`src/rtl/wb_pkg.sv`:
```
// Shared definitions for the write-back / register-file slice.
// Optional feature macro: WB_R0_ZERO_EN (register 0 hard-wired to zero).
package wb_pkg;

  localparam int DATA_W   = 16;
  localparam int ADDR_W   = 3;
  localparam int PEND_W   = 2;
  localparam int NUM_REGS = 2 ** ADDR_W;

  // MEM/WB register outputs as seen by the write-back stage
  typedef struct packed {
    logic              memtoreg;
    logic [DATA_W-1:0] read_data;
    logic [DATA_W-1:0] alu_result;
    logic [ADDR_W-1:0] write_reg;
    logic              regwrite;
  } wb_bus_t;

endpackage

```
`src/rtl/wb_regfile_scoreboard.sv`:
```
// Per-register pending-write scoreboard: counts in-flight writers, blocks
// issues whose sources are still pending, and flags write-back underflow.
// Optional feature macro: WB_R0_ZERO_EN (register 0 never reserves).
module wb_scoreboard
  import wb_pkg::*;
(
  input  logic              clk,
  input  logic              rst_n,
  input  logic              wb_regwrite,
  input  logic [ADDR_W-1:0] wb_write_reg,
  input  logic [ADDR_W-1:0] rd_addr_a,
  input  logic [ADDR_W-1:0] rd_addr_b,
  input  logic              rd_use_a,
  input  logic              rd_use_b,
  input  logic              issue_valid,
  input  logic              issue_regwrite,
  input  logic [ADDR_W-1:0] issue_dst,
  output logic              issue_stall,
  output logic              sb_error
);

  logic [PEND_W-1:0]   pend_q [NUM_REGS];
  logic [PEND_W-1:0]   pend_d [NUM_REGS];
  logic [NUM_REGS-1:0] inc_hit;
  logic [NUM_REGS-1:0] dec_hit;
  logic [NUM_REGS-1:0] busy;
  logic [NUM_REGS-1:0] underflow;
  logic                sat;
  logic                do_inc;
  logic                sb_error_q;
  logic                sb_error_d;

  // Stall decision: a source is busy if it stays pending after this cycle's retire
  always_comb begin
    for (int r = 0; r < NUM_REGS; r++) begin
      dec_hit[r] = wb_regwrite && (wb_write_reg == ADDR_W'(r));
      // A retiring write to a register with nothing pending leaves it free
      busy[r]    = dec_hit[r] ? (pend_q[r] > PEND_W'(1)) : (pend_q[r] != '0);
    end
    sat         = issue_regwrite && (pend_q[issue_dst] == '1);
    issue_stall = issue_valid &&
                  ((rd_use_a && busy[rd_addr_a]) ||
                   (rd_use_b && busy[rd_addr_b]) ||
                   sat);
    do_inc      = issue_valid && issue_regwrite && !issue_stall;
`ifdef WB_R0_ZERO_EN
    if (issue_dst == '0) do_inc = 1'b0;
`endif
  end

  // Next counter values and underflow detection
  always_comb begin
    for (int r = 0; r < NUM_REGS; r++) begin
      inc_hit[r]   = do_inc && (issue_dst == ADDR_W'(r));
      pend_d[r]    = pend_q[r];
      underflow[r] = 1'b0;
      if (inc_hit[r] && !dec_hit[r]) begin
        pend_d[r] = pend_q[r] + PEND_W'(1);
      end else if (dec_hit[r] && !inc_hit[r]) begin
        if (pend_q[r] == '0) underflow[r] = 1'b1;
        else                 pend_d[r]    = pend_q[r] - PEND_W'(1);
      end
    end
`ifdef WB_R0_ZERO_EN
    // r0 never reserves, so its write-backs are not underflows
    underflow[0] = 1'b0;
`endif
    sb_error_d = sb_error_q || (|underflow);
  end

  // Counter and sticky error state
  always_ff @(posedge clk or negedge rst_n) begin
    if (!rst_n) begin
      for (int r = 0; r < NUM_REGS; r++) pend_q[r] <= '0;
      sb_error_q <= 1'b0;
    end else begin
      for (int r = 0; r < NUM_REGS; r++) pend_q[r] <= pend_d[r];
      sb_error_q <= sb_error_d;
    end
  end

  assign sb_error = sb_error_q;

endmodule

```
`src/rtl/wb_regfile.sv`:
```
// Write-back stage: selects the write-back value, commits it to an
// 8 x 16 register file with write-through read bypass, and hosts the
// pending-write scoreboard used by decode for stalls.
// Optional feature macro: WB_R0_ZERO_EN (register 0 reads zero, ignores writes).
module wb_regfile
  import wb_pkg::*;
(
  input  logic              clk,
  input  logic              rst_n,
  input  logic              wb_memtoreg,
  input  logic [DATA_W-1:0] wb_read_data,
  input  logic [DATA_W-1:0] wb_alu_result,
  input  logic [ADDR_W-1:0] wb_write_reg,
  input  logic              wb_regwrite,
  input  logic [ADDR_W-1:0] rd_addr_a,
  input  logic [ADDR_W-1:0] rd_addr_b,
  input  logic              rd_use_a,
  input  logic              rd_use_b,
  output logic [DATA_W-1:0] rd_data_a,
  output logic [DATA_W-1:0] rd_data_b,
  input  logic              issue_valid,
  input  logic              issue_regwrite,
  input  logic [ADDR_W-1:0] issue_dst,
  output logic              issue_stall,
  output logic [15:0]       retire_count,
  output logic              sb_error
);

  wb_bus_t           wb;
  logic [DATA_W-1:0] wb_val;
  logic              wr_en;
  logic [DATA_W-1:0] regs_q [NUM_REGS];
  logic [15:0]       retire_q;
  logic [15:0]       retire_d;

  assign wb = '{memtoreg:   wb_memtoreg,
                read_data:  wb_read_data,
                alu_result: wb_alu_result,
                write_reg:  wb_write_reg,
                regwrite:   wb_regwrite};

  // Write-back value select and effective register-write enable
  always_comb begin
    wb_val   = wb.memtoreg ? wb.read_data : wb.alu_result;
    wr_en    = wb.regwrite;
`ifdef WB_R0_ZERO_EN
    if (wb.write_reg == '0) wr_en = 1'b0;
`endif
    retire_d = wb.regwrite ? retire_q + 16'd1 : retire_q;
  end

  // Register array and retire counter
  always_ff @(posedge clk or negedge rst_n) begin
    if (!rst_n) begin
      for (int r = 0; r < NUM_REGS; r++) regs_q[r] <= '0;
      retire_q <= '0;
    end else begin
      if (wr_en) regs_q[wb.write_reg] <= wb_val;
      retire_q <= retire_d;
    end
  end

  // Read ports with write-through bypass (wr_en already excludes r0 when hard-wired)
  always_comb begin
    rd_data_a = regs_q[rd_addr_a];
    rd_data_b = regs_q[rd_addr_b];
    if (wr_en && (wb.write_reg == rd_addr_a)) rd_data_a = wb_val;
    if (wr_en && (wb.write_reg == rd_addr_b)) rd_data_b = wb_val;
`ifdef WB_R0_ZERO_EN
    if (rd_addr_a == '0) rd_data_a = '0;
    if (rd_addr_b == '0) rd_data_b = '0;
`endif
  end

  assign retire_count = retire_q;

  wb_scoreboard u_sb (
    .clk            (clk),
    .rst_n          (rst_n),
    .wb_regwrite    (wb.regwrite),
    .wb_write_reg   (wb.write_reg),
    .rd_addr_a      (rd_addr_a),
    .rd_addr_b      (rd_addr_b),
    .rd_use_a       (rd_use_a),
    .rd_use_b       (rd_use_b),
    .issue_valid    (issue_valid),
    .issue_regwrite (issue_regwrite),
    .issue_dst      (issue_dst),
    .issue_stall    (issue_stall),
    .sb_error       (sb_error)
  );

endmodule

```
`config.mk`:
```
export PLATFORM = sky130hd
export DESIGN_NAME = wb_regfile
export DESIGN_NICKNAME = d
export VERILOG_FILES = /design/src/rtl/wb_pkg.sv /design/src/rtl/wb_regfile_scoreboard.sv /design/src/rtl/wb_regfile.sv
export SDC_FILE = /design/constraint.sdc
export NUM_CORES = 1
export LEC_CHECK = 0
export BUFFER_PORTS_ARGS = -buffer_cell sky130_fd_sc_hd__buf_2
export CAP_MARGIN = 20
export CORE_ASPECT_RATIO = 0.5
export CORE_UTILIZATION = 25
export DETAILED_ROUTE_END_ITERATION = 12
export PLACE_DENSITY = 0.42
export SLEW_MARGIN = 20
export SYNTH_ARGS = -nofsm -noshare
export SYNTH_HDL_FRONTEND = slang
export SYNTH_SLANG_ARGS = --single-unit
```
`constraint.sdc`:
```
create_clock -name clk -period 8.9 [get_ports clk]
set_clock_uncertainty 0.05 [all_clocks]
set_input_delay 1.78 -clock clk [delete_from_list [all_inputs] [get_ports clk]]
set_output_delay 1.78 -clock clk [all_outputs]
set_load 0.005 [all_outputs]
```
### After elaboration in Yosys (flattened, before gate mapping)

Cells that the tools add are included.

| word-level totals | value |
|---|---|
| bits in registers | 161 |

| operators by class | value |
|---|---|
| add/subtract/negate cells | 17 |
| $lt $le $gt $ge | 15 |
| equality and inequality tests | 25 |
| multiplexer cells | 75 |
| bitwise logic cells | 4 |
| reductions and logical operators | 96 |

Operators by type and width:

| cell | number |
|---|---|
| $bwmux W128 | 1 |
| $mux W16 | 8 |
| $bmux W16 S3 | 2 |
| $mux W2 | 26 |
| $demux W16 S3 | 1 |
| $logic_and A1 B1 Y1 | 41 |
| $mux W1 | 34 |
| $reduce_bool A2 Y1 | 16 |
| $eq A3 B3 Y1 const B | 8 |
| $logic_not A1 Y1 | 17 |
| $add A16 B1 Y16 const B | 1 |
| $add A2 B1 Y2 const B | 8 |
| $ge A4 B4 Y1 const B | 4 |
| $gt A2 B1 Y1 const B | 8 |
| $logic_not A2 Y1 | 8 |
| $ne A2 B1 Y1 const B | 8 |
| $not A3 Y4 | 4 |
| $reduce_and A2 Y1 | 8 |
| $sub A2 B1 Y2 const B | 8 |
| $eq A3 B2 Y1 const B | 4 |
| $lt A3 B4 Y1 const B | 2 |
| $reduce_or A8 Y1 | 1 |
| $bmux W1 S3 | 2 |
| $bmux W2 S3 | 1 |
| other kinds (6) | 11 |

### Depth between registers and ports, before layout

Gate-level depths: netlist (run 1).

| logic depth | value |
|---|---|
| word-level depth | 18 |
| mapped depth | 14 |

### By module

Synthesis (run 1) repeated with hierarchy kept, for this count alone.

| unflattened totals | value |
|---|---|
| cells, all modules | 879 |
| area total of the unflattened synthesis | 9932.0 um^2 |

Modules (own cells, without submodules):

| module | instances | cells an instance | area an instance (um^2) |
|---|---|---|---|
| wb_regfile | 1 | 656 | 8045.2 |
| wb_scoreboard | 1 | 223 | 1886.8 |

### Worst setup path after synthesis (run 1)

Ideal clock, no wire load.

| timing path | value |
|---|---|
| path type | input-to-output |
| start point | input port wb_regwrite |
| end point | output port issue_stall |
| arrival | 3.564 ns |
| required time | 7.070 ns |
| slack | 3.506 ns |
| stages | 7 |
| cell sequence | clkbuf_1 -> nand4b_1 -> mux2i_1 -> o311ai_0 -> a211oi_1 -> or4_4 -> and2_1 |

| between the ends | value |
|---|---|
| cells in the longest elaborated chain, start to end | 8 |

RTL lines:

| what | line | source |
|---|---|---|
| start: declaration | wb_regfile.sv:14 | `input logic wb_regwrite,` |
| $logic_and A1 B1 Y1 | wb_regfile_scoreboard.sv:36 | `dec_hit[r] = wb_regwrite && (wb_write_reg == ADDR_W'(r));` |
| $mux W1 | wb_regfile_scoreboard.sv:38 | `busy[r] = dec_hit[r] ? (pend_q[r] > PEND_W'(1)) : (pend_q[r] != '0);` |
| $bmux W1 S3, on equally long branches | wb_regfile_scoreboard.sv:42, wb_regfile_scoreboard.sv:43 |  |
| $mux W1, on equally long branches | wb_regfile_scoreboard.sv:42, wb_regfile_scoreboard.sv:43 |  |
| $logic_and A1 B1 Y1, on equally long branches | wb_regfile_scoreboard.sv:42, wb_regfile_scoreboard.sv:43 |  |
| $logic_or A1 B1 Y1 (*) | wb_regfile_scoreboard.sv:42 | `((rd_use_a && busy[rd_addr_a]) \|\|` |
| $logic_or A1 B1 Y1 (*) | wb_regfile_scoreboard.sv:43 | `(rd_use_b && busy[rd_addr_b]) \|\|` |
| $logic_and A1 B1 Y1 (*) | wb_regfile_scoreboard.sv:41 | `issue_stall = issue_valid &&` |
| end: declaration | wb_regfile.sv:24 | `output logic issue_stall,` |

Every way passes the cells marked *; elsewhere a longest branch is shown, timed or not. The select of a mux whose other input is x is not followed.

### Worst setup path in the final report (run 1)

| timing path | value |
|---|---|
| start point | input port wb_write_reg[0] |
| end point | output port issue_stall |

| between the ends | value |
|---|---|
| cells in the longest elaborated chain, start to end | 9 |

RTL lines:

| what | line | source |
|---|---|---|
| start: declaration | wb_regfile.sv:13 | `input logic [ADDR_W-1:0] wb_write_reg,` |
| $eq A3 B1 Y1 (tied with other cells) | wb_regfile_scoreboard.sv:36 |  |
| $logic_and A1 B1 Y1 | wb_regfile_scoreboard.sv:36 |  |
| $mux W1 | wb_regfile_scoreboard.sv:38 |  |
| $bmux W1 S3, on equally long branches | wb_regfile_scoreboard.sv:42, wb_regfile_scoreboard.sv:43 |  |
| $mux W1, on equally long branches | wb_regfile_scoreboard.sv:42, wb_regfile_scoreboard.sv:43 |  |
| $logic_and A1 B1 Y1, on equally long branches | wb_regfile_scoreboard.sv:42, wb_regfile_scoreboard.sv:43 |  |
| $logic_or A1 B1 Y1 (*) | wb_regfile_scoreboard.sv:42 |  |
| $logic_or A1 B1 Y1 (*) | wb_regfile_scoreboard.sv:43 |  |
| $logic_and A1 B1 Y1 (*) | wb_regfile_scoreboard.sv:41 |  |

Marked as above.

==> results of run 1 <==
[power groups by stage]
stage          logic [mW]  registers [mW]  clock network [mW]
3_5_place_dp        0.792            1.06                   0
2_1_floorplan       0.564            1.02                   0
3_3_place_gp        0.773            1.06                   0
5_1_grt             0.888            1.08               0.825
4_1_cts             0.795            1.05               0.792
6_report            0.786            1.05               0.772
[how the worst max path moves through the flow]
| stage | end | depth (start not counted) | from |
|---|---|---|---|
| after CTS | rd_data_a[4] | 7 | rd_addr_a[0] |
| after floorplan | issue_stall | 7 | wb_regwrite |
| after global placement | issue_stall | 9 | wb_write_reg[0] |
| final | issue_stall | 9 | wb_write_reg[0] |
| after detailed placement | issue_stall | 9 | wb_write_reg[0] |
| after global routing | issue_stall | 9 | wb_regwrite |
[logic make-up after synthesis]
kind of cell | after synthesis | synth area share (%)
simple gates | 330 | 15.6
compound gates | 196 | 10.8
flops | 161 | 42.3
mux | 109 | 20.4
buf+inv | 95 | 3.90
fa+ha+maj | 33 | 4.34
xor+xnor | 29 | 2.67
[critical path, stage by stage]
cell and delay (ns):
buf_2 0.26, nand4b_1 0.16, buf_4 0.41, mux2i_1 0.23, o311ai_0 0.32, a211oi_1 0.11, or4_4 0.58, and2_1 0.19
buf_2 0.12
[flip-flops by register name, indices dropped and copies added, names as in the netlist]
| signal | cells |
|---|---|
| regs_q | 128 |
| retire_count | 16 |
| u_sb.pend_q | 16 |
| u_sb.sb_error | 1 |
[final cells by class]
class	instances	area [um2]
fillers	3849	26300
clock buffers	23	478
repair buffers	117	632
clock inverters	8	128
flip-flops and latches	161	4030
inverters	31	116
well taps	494	618
multi-input cells	697	5160
[metrics by stage]
step | util (%) | cell area (um2)
6_report | 29.8 | 11200
5_1_grt | 29.8 | 11200
3_3_place_gp | 28.1 | 10500
2_1_floorplan | - | 9520
3_5_place_dp | 28.1 | 10500
4_1_cts | 29.8 | 11200
[layer usage]
layer / part of all wire [%] / wire length, um / vias to the layer above / GRT usage, %
li1: - / - / 3515 / -
met1: 48 / 13400 / 3705 / 20.6
met2: 47 / 13100 / 114 / 23.2
met3: 3.3 / 911 / 25 / 2.55
met4: 1.5 / 412 / 0 / 4.80
met5: 0 / 0 / - / 0
[synth_stat cells (18+ instances only)]
cell | instances | area share [%]
ha_1 | 33 | 4.3
mux2_2 | 18 | 2.1
nand2_1 | 169 | 6.7
mux4_2 | 66 | 16
dfrtp_1 | 161 | 42
a21oi_1 | 79 | 4.2
xnor2_1 | 23 | 2.1
inv_1 | 30 | 1.2
nor2_1 | 77 | 3.0
clkbuf_1 | 47 | 1.9
o21ai_0 | 100 | 5.3
mux2i_1 | 25 | 2.6
==> run summary, run 1 <==
hold path cells: 1
HP Start: retire_count[15]
Clock power frac: 29.5%
worst min path class: register to register
Starting Density: 25.4%
Final Hold Vio Count: 0
PD cells: 234 mW/mm2
CP Capture Type: primary output
post-CTS setup buffer count: 0
reg2reg start: u_sb.pend_q[3]
Final Non-Filler Cells: 1,531
ANT cells: 0
post-cts resize count: 0
Die H: 140 um
remaining antenna violation count: 0
CORE AREA: 0.0375 mm2
GRT Util Overall: 14.8%
die area: 0.0389 mm2
vias per inst: 4.81
Internal: 1.76 mW
R2R cell count: 11
Worst-Margin Slew: 1.08 ns
DR vias: 7,359
Port Buffers: 101
f_max: 0.166 GHz
hold endpoint: retire_count[15]
CP arrival: 4.18 ns
Synth cell types: 43
most frequent cells in the layout: nand2_1 (169), dfrtp_1 (161), o21ai_0 (100), buf_2 (100), a21oi_1 (79)
Site Rows: 50
Die Wd: 278 um
total gr overflow: 0
sw frac: 32.6%
final period utilization: 67.6%
Min Hold Slack: 0.417 ns
WL final: 27.8 mm
1st-iter DRT viols: 465
reg2reg setup slack: 5.62 ns
reg2reg end: u_sb.pend_q[13]
crit start category: input pin
number of synthesized flops with an enable pin: 0
syn avg cell area: 9.99 um2
critical path start-end classification: input pin to primary output
YS warnings: 0
initial antenna violation count: 0
vias in the first global route: 7,465
CTS max path bufs: 2
TritonCTS clock tree: built
Clock Sinks: 161
Leak: 4.88 nW
RSZ-0062 raised after global routing: no
CP required: 7.07 ns
first-pass GRT wire length: 44.0 mm
mapped cell area: 0.00952 mm2
clock transition at the registers of the reported paths: 0.06 ns
Synth Instances: 953
max-slew violations: 0
cell count after placement: 1,500
Residual DRC: 0
Area growth, synth to finish: 17.2%
wire per inst: 18.1 um
layout cells sized above 1: 22.9%
flops & latches, synth: 161
top_reg_cell synth: dfrtp_1
hold_buf cts: 0
Nets: 1,110
Net Count, Synth: 1,038
status: finished clean
sequential cell fraction of total power: 40.4%
Post-Route Setup TNS: 0 ns
routability cong.: 0.780
setup violators final: 0
VDD IR max: 0.153 mV
H-tree Lvls: 4
fin crit period: 6.01 ns
Max Cap Violations: 0
slew margin rel.: 25.8%
Psw: 852 uW
Root Buffer: clkbuf_16
Final WS setup: 2.89 ns
drt pass-1 iters: 6
CTS Buf Count: 17
crit path max fanout: 35
Power Total: 2.61 mW
Post-synth ARST share: 100%
post-DP HPWL: 18.0 mm
share of total power in combinational logic: 30.1%
sequential area share after synthesis: 42.3%
worst skew pair latency: 0.44 ns
I/O pins: 102
Post-Place Worst Slack: 2.89 ns
largest net degree at the start of global routing: 101
commonest non-fill, non-tap cell in the layout: nand2_1
No activity file was read; power rests on OpenSTA's default activity.
==> run 2: changes to the inputs <==
- ABC_AREA: not set -> 1
- PLACE_DENSITY: 0.42 -> 0.41
- clock period: 8.9 -> 5.7 ns (I/O delays scaled with it)
==> run 2 against run 1 <==
Synthesized cell count up 42%. Clock power up 46%. Sequential cell count unchanged. Sequential power up 51%. Die area up 3.9%. Critical path depth up 4. Global-route usage up 3.3 points. Cell area up 2.3%. Largest power group unchanged. Highest routed layer unchanged.
==> run summary, run 2 <==
status: finished clean
final period utilization: 79.1%
most frequent cells in the layout: o21ai_0 (326), nand2_1 (236), a21oi_1 (193)
GRT Util Overall: 18.1%
drt pass-1 iters: 5
fin crit period: 4.51 ns
CP Capture Type: primary output
PD cells: 337 mW/mm2
first-pass GRT wire length: 55.8 mm
worst min path class: register to register
Port Buffers: 101
mapped cell area: 0.00990 mm2
post-CTS setup buffer count: 0
Synth cell types: 31
post-DP HPWL: 24.1 mm
setup violators final: 0
vias in the first global route: 9,329
DR vias: 9,463
flops & latches, synth: 161
crit path max fanout: 35
top-area cell type share of the netlist area: 40.7%
YS warnings: 0
f_max: 0.222 GHz
remaining antenna violation count: 0
vias per inst: 4.85
critical path start-end classification: input pin to primary output
Die Wd: 283 um
Root Buffer: clkbuf_16
cell with the most instances after synthesis: o21ai_0
Post-synth ARST share: 100%
CP required: 4.51 ns
wire per inst: 18.4 um
register area: 0.00403 mm2
largest net degree at the start of global routing: 99
Post-Route Setup TNS: 0 ns
commonest non-fill, non-tap cell in the layout: o21ai_0
slew margin rel.: 33.2%
Top reg by flops: regs_q
number of synthesized flops with an enable pin: 0
TritonCTS clock tree: built
ANT cells: 0
max-slew violations: 0
Nets: 1,493
VDD IR max: 0.228 mV
I/O pins: 102
DP Area: 0.0109 mm2
RSZ-0062 raised after global routing: no
CTS Buf Count: 17
post-cts resize count: 0
Final Cell Area: 0.0114 mm2
hold_buf cts: 0
1st-iter DRT viols: 784
synth top area cells: dfrtp_1 (41%), o21ai_0 (16%), a21oi_1 (9.8%), nand2_1 (8.9%), inv_1 (5.5%)
clock transition at the registers of the reported paths: 0.06 ns
Max Cap Violations: 0
Synth Instances: 1,355
sequential area share after synthesis: 40.7%
Residual DRC: 0
worst skew pair latency: 0.44 ns
CORE AREA: 0.0390 mm2
Worst-Margin Slew: 1.00 ns
Leak: 5.25 nW
top_reg_cell synth: dfrtp_1
max FFs per register: 128
syn avg cell area: 7.31 um2
Clock Sinks: 161
crit start category: input pin
commonest cells in the netlist: o21ai_0 (326), nand2_1 (236), a21oi_1 (193), dfrtp_1 (161), inv_1 (146)
multi-input combinational cell area: 0.00496 mm2
CTS max path bufs: 2
Net Count, Synth: 1,440
WL final: 36.0 mm
layout cells sized above 1: 12.6%
Area growth, synth to finish: 15.3%
Site Rows: 51
total gr overflow: 0
H-tree Lvls: 4
Starting Density: 25.4%
routability cong.: 0.821
die area: 0.0405 mm2
Final Hold Vio Count: 0
top cell type by total area after synthesis: dfrtp_1
initial antenna violation count: 0
Die H: 143 um
# fillers: 4,236
CP arrival: 3.32 ns
run 2: changes by cell type in the layout (fill, tap and decap cells not counted), moves of 22 or more:
| cell | previous run | this run |
|---|---|---|
| nand2_1 | 169 | 236 |
| nand3_1 | 7 | 44 |
| nor2_1 | 77 | 41 |
| inv_1 | 30 | 144 |
| mux4_2 | 66 | 0 |
| mux2i_1 | 22 | 0 |
| o21ai_0 | 100 | 326 |
| a21oi_1 | 79 | 193 |
run 2: critical path: stages:
cell and delay (ns):
buf_2 0.28, inv_2 0.19, nor2_4 0.22, nand2_2 0.40, nand2_1 0.20, nand3_1 0.09
nand3_1 0.12, nand3_2 0.09, nand3_2 0.15, nand2_4 0.10, o21ai_1 0.14, inv_1 0.06
buf_2 0.12
run 2: kinds of logic after synthesis:
kind of cell / synth area share, %
compound gates: 27.4
xor+xnor: 2.83
fa+ha+maj: 4.17
buf+inv: 9.33
flops: 40.7
simple gates: 15.5
run 2: area by class of cell:
cell class / count / area share, %
inverter: 155 / 5.10
sequential: 161 / 35.3
multi-input combinational: 955 / 43.4
clock inverter: 8 / 0.701
tap: 530 / 5.81
timing repair buffer: 118 / 5.60
clock buffer: 23 / 4.10
run 2: stage by stage:
| stage | worst slack (ns) | std cells | power (mW) | utilization [%] | hold slack, ns |
|---|---|---|---|---|---|
| 6_report | 1.19 | 1950 | 3.85 | 29.3 | 0.435 |
| 5_1_grt | 0.890 | 1950 | 4.14 | 29.3 | 0.449 |
| 4_1_cts | 1.18 | 1950 | 3.89 | 29.3 | 0.438 |
| 3_5_place_dp | 1.19 | 1919 | 2.74 | 27.9 | 0.425 |
| 3_3_place_gp | 1.21 | 1919 | 2.72 | 27.9 | 0.418 |
| 2_1_floorplan | 2.24 | 1355 | 2.33 | - | 0.403 |
run 2: path summary, 6_finish.rpt:
| path | from | endpoint | slack, ns | depth (start not counted) |
|---|---|---|---|---|
| min in group asynchronous | rst_n | regs_q[35] | 0.75 | 1 |
| worst min register to register | retire_count[15] | retire_count[15] | 0.43 | 1 |
| max in group asynchronous | rst_n | regs_q[25] | 3.78 | 2 |
| worst max-delay path | wb_regwrite | issue_stall | 1.19 | 13 |
| worst max register to register | u_sb.pend_q[15] | u_sb.sb_error | 3.03 | 18 |
| worst min-delay path | retire_count[15] | retire_count[15] | 0.43 | 1 |
run 2: report_power, final:
part	internal (mW)	total, mW	switching, mW
logic	0.421	1.14	0.717
clock network	0.624	1.13	0.502
registers	1.40	1.59	0.187
total	2.45	3.85	1.41
run 2: per-layer routing:
layer  global-route usage [%]  part of all wire [%]  vias to the layer above
met2                     28.4                    44                      280
met4                     5.95                   2.3                        0
met1                     25.0                    48                     4526
li1                         -                     -                     4614
met5                        0                     0                        -
met3                     3.43                   5.9                       43
==> run 3: changes to the inputs <==
- ABC_AREA: 1 -> 0
- PLACE_DENSITY: 0.41 -> 0.43
- clock period: 5.7 -> 3.6 ns (I/O delays scaled with it)
==> run 3 against run 2 <==
Utilization up 1.3 points. Register-to-register slack worse by 2.5 ns. Via count down 20%. Die area down 3.8%.
==> run summary, run 3 (synthesis results as in run 1) <==
most frequent cells in the layout: nand2_1 (169), dfrtp_1 (160), o21ai_0 (100)
# fillers: 3,838
critical path start-end classification: input pin to primary output
share of total power in combinational logic: 32.3%
CORE AREA: 0.0375 mm2
crit path max fanout: 10
Die H: 140 um
initial antenna violation count: 1
commonest non-fill, non-tap cell in the layout: nand2_1
worst min path class: input pin to asynchronous set/reset pin
PD cells: 564 mW/mm2
TritonCTS clock tree: built
clock transition at the registers of the reported paths: 0.07 ns
met2 Track Usage GR: 24.9%
RSZ-0062 raised after global routing: no
reg2reg end: u_sb.pend_q[13]
CP Capture Type: primary output
Internal: 4.21 mW
GR peak layer: met2
Final Hold Vio Count: 0
first-pass GRT wire length: 45.9 mm
setup violators final: 0
VDD IR max: 0.373 mV
reg2reg start: u_sb.pend_q[13]
GRT Util Overall: 15.3%
f_max: 0.284 GHz
worst skew pair latency: 0.45 ns
hold_buf cts: 0
CTS Buf Count: 17
die area: 0.0389 mm2
Nets: 1,140
max-slew violations: 0
Worst-Margin Slew: 0.531 ns
WL final: 28.8 mm
CP arrival: 2.76 ns
R2R cell count: 12
sequential cell fraction of total power: 40.0%
Leak: 5.04 nW
routability cong.: 0.756
status: finished clean
largest net degree at the start of global routing: 68
final period utilization: 98.0%
Residual DRC: 0
CTS max path bufs: 2
Starting Density: 25.4%
met3 usage: 2.22%
1st-iter DRT viols: 393
drt pass-1 iters: 6
crit start category: input pin
Power Total: 6.47 mW
fin crit period: 3.53 ns
Worst setup startpoint: wb_write_reg[2]
vias per inst: 4.87
remaining antenna violation count: 0
reg2reg setup slack: 0.49 ns
H-tree Lvls: 4
met1 Use GR: 21.1%
max FFs per register: 128
vias in the first global route: 7,837
Area growth, synth to finish: 20.3%
Clock power frac: 27.7%
Die Wd: 278 um
DR vias: 7,612
Clock Sinks: 161
Top reg by flops: regs_q
slew margin rel.: 64.6%
total gr overflow: 0
Root Buffer: clkbuf_16
Critical Path Sink: issue_stall
Site Rows: 50
Psw: 2.26 mW
wire per inst: 18.4 um
I/O pins: 102
Core Util, Final: 30.6%
Port Buffers: 101
post-DP HPWL: 19.1 mm
layout cells sized above 1: 26.1%
sw frac: 34.9%
CP required: 2.83 ns
Max Cap Violations: 0
-- run 3: area by class of cell --
class | instances | area [um2] | share of cell area, %
Multi-Input combinational cell | 697 | 5200 | 45.4
Clock inverter | 15 | 136 | 1.19
Sequential cell | 161 | 4030 | 35.2
Timing Repair Buffer | 147 | 927 | 8.09
Clock buffer | 17 | 425 | 3.71
Tap cell | 494 | 618 | 5.39
Inverter | 31 | 116 | 1.02
Antenna cell | 1 | 2.50 | 0.0218
-- run 3: layer usage --
| layer | vias up | wire length (um) |
|---|---|---|
| met5 | - | 0 |
| met3 | 34 | 757 |
| met4 | 0 | 465 |
| li1 | 3573 | - |
| met1 | 3883 | 14000 |
| met2 | 122 | 13600 |
-- run 3: worst min path at each step --
stage	from	endpoint	cells past startpoint
after floorplan	rst_n	regs_q[0]	0
after global placement	retire_count[15]	retire_count[15]	1
after detailed placement	retire_count[15]	retire_count[15]	1
after CTS	rst_n	regs_q[102]	1
after global routing	rst_n	regs_q[70]	1
final	rst_n	regs_q[70]	1
-- run 3: worst max-delay path, cell delays in order --
cell	delay (ns)
clkbuf_4	0.18
and4bb_2	0.36
mux2i_1	0.11
o311ai_1	0.24
a211oi_1	0.11
or4_4	0.59
buf_4	0.17
and2_1	0.14
buf_2	0.12
-- run 3: power groups by stage --
stage	combinational [mW]	clock (mW)	sequential, mW
after floorplan	1.39	0	2.52
after global placement	1.99	0	2.58
after detailed placement	2.03	0	2.61
after CTS	2.04	1.84	2.58
after global routing	2.34	1.92	2.66
final	2.09	1.79	2.58
-- run 3: repair_timing --
item / in CTS / in global routing
resized for setup: 1 / 15
endpoints found under the setup margin: 1 / 1
pin swaps: 0 / 2
gates cloned: 0 / 0
buffers inserted: 0 / 2
-- run 3: stage by stage --
stage          instance area (um2)  worst slack, ns  TNS [ns]  cells  hold slack [ns]
4_1_cts                      11400           0.0292         0   1560            0.180
3_5_place_dp                 10800          -0.0882   -0.0882   1528            0.412
3_3_place_gp                 10800           0.0264         0   1528            0.411
5_1_grt                      11500           0.0174         0   1562            0.198
2_1_floorplan                 9520           0.0476         0    953            0.374
6_report                     11500           0.0732         0   1563            0.172
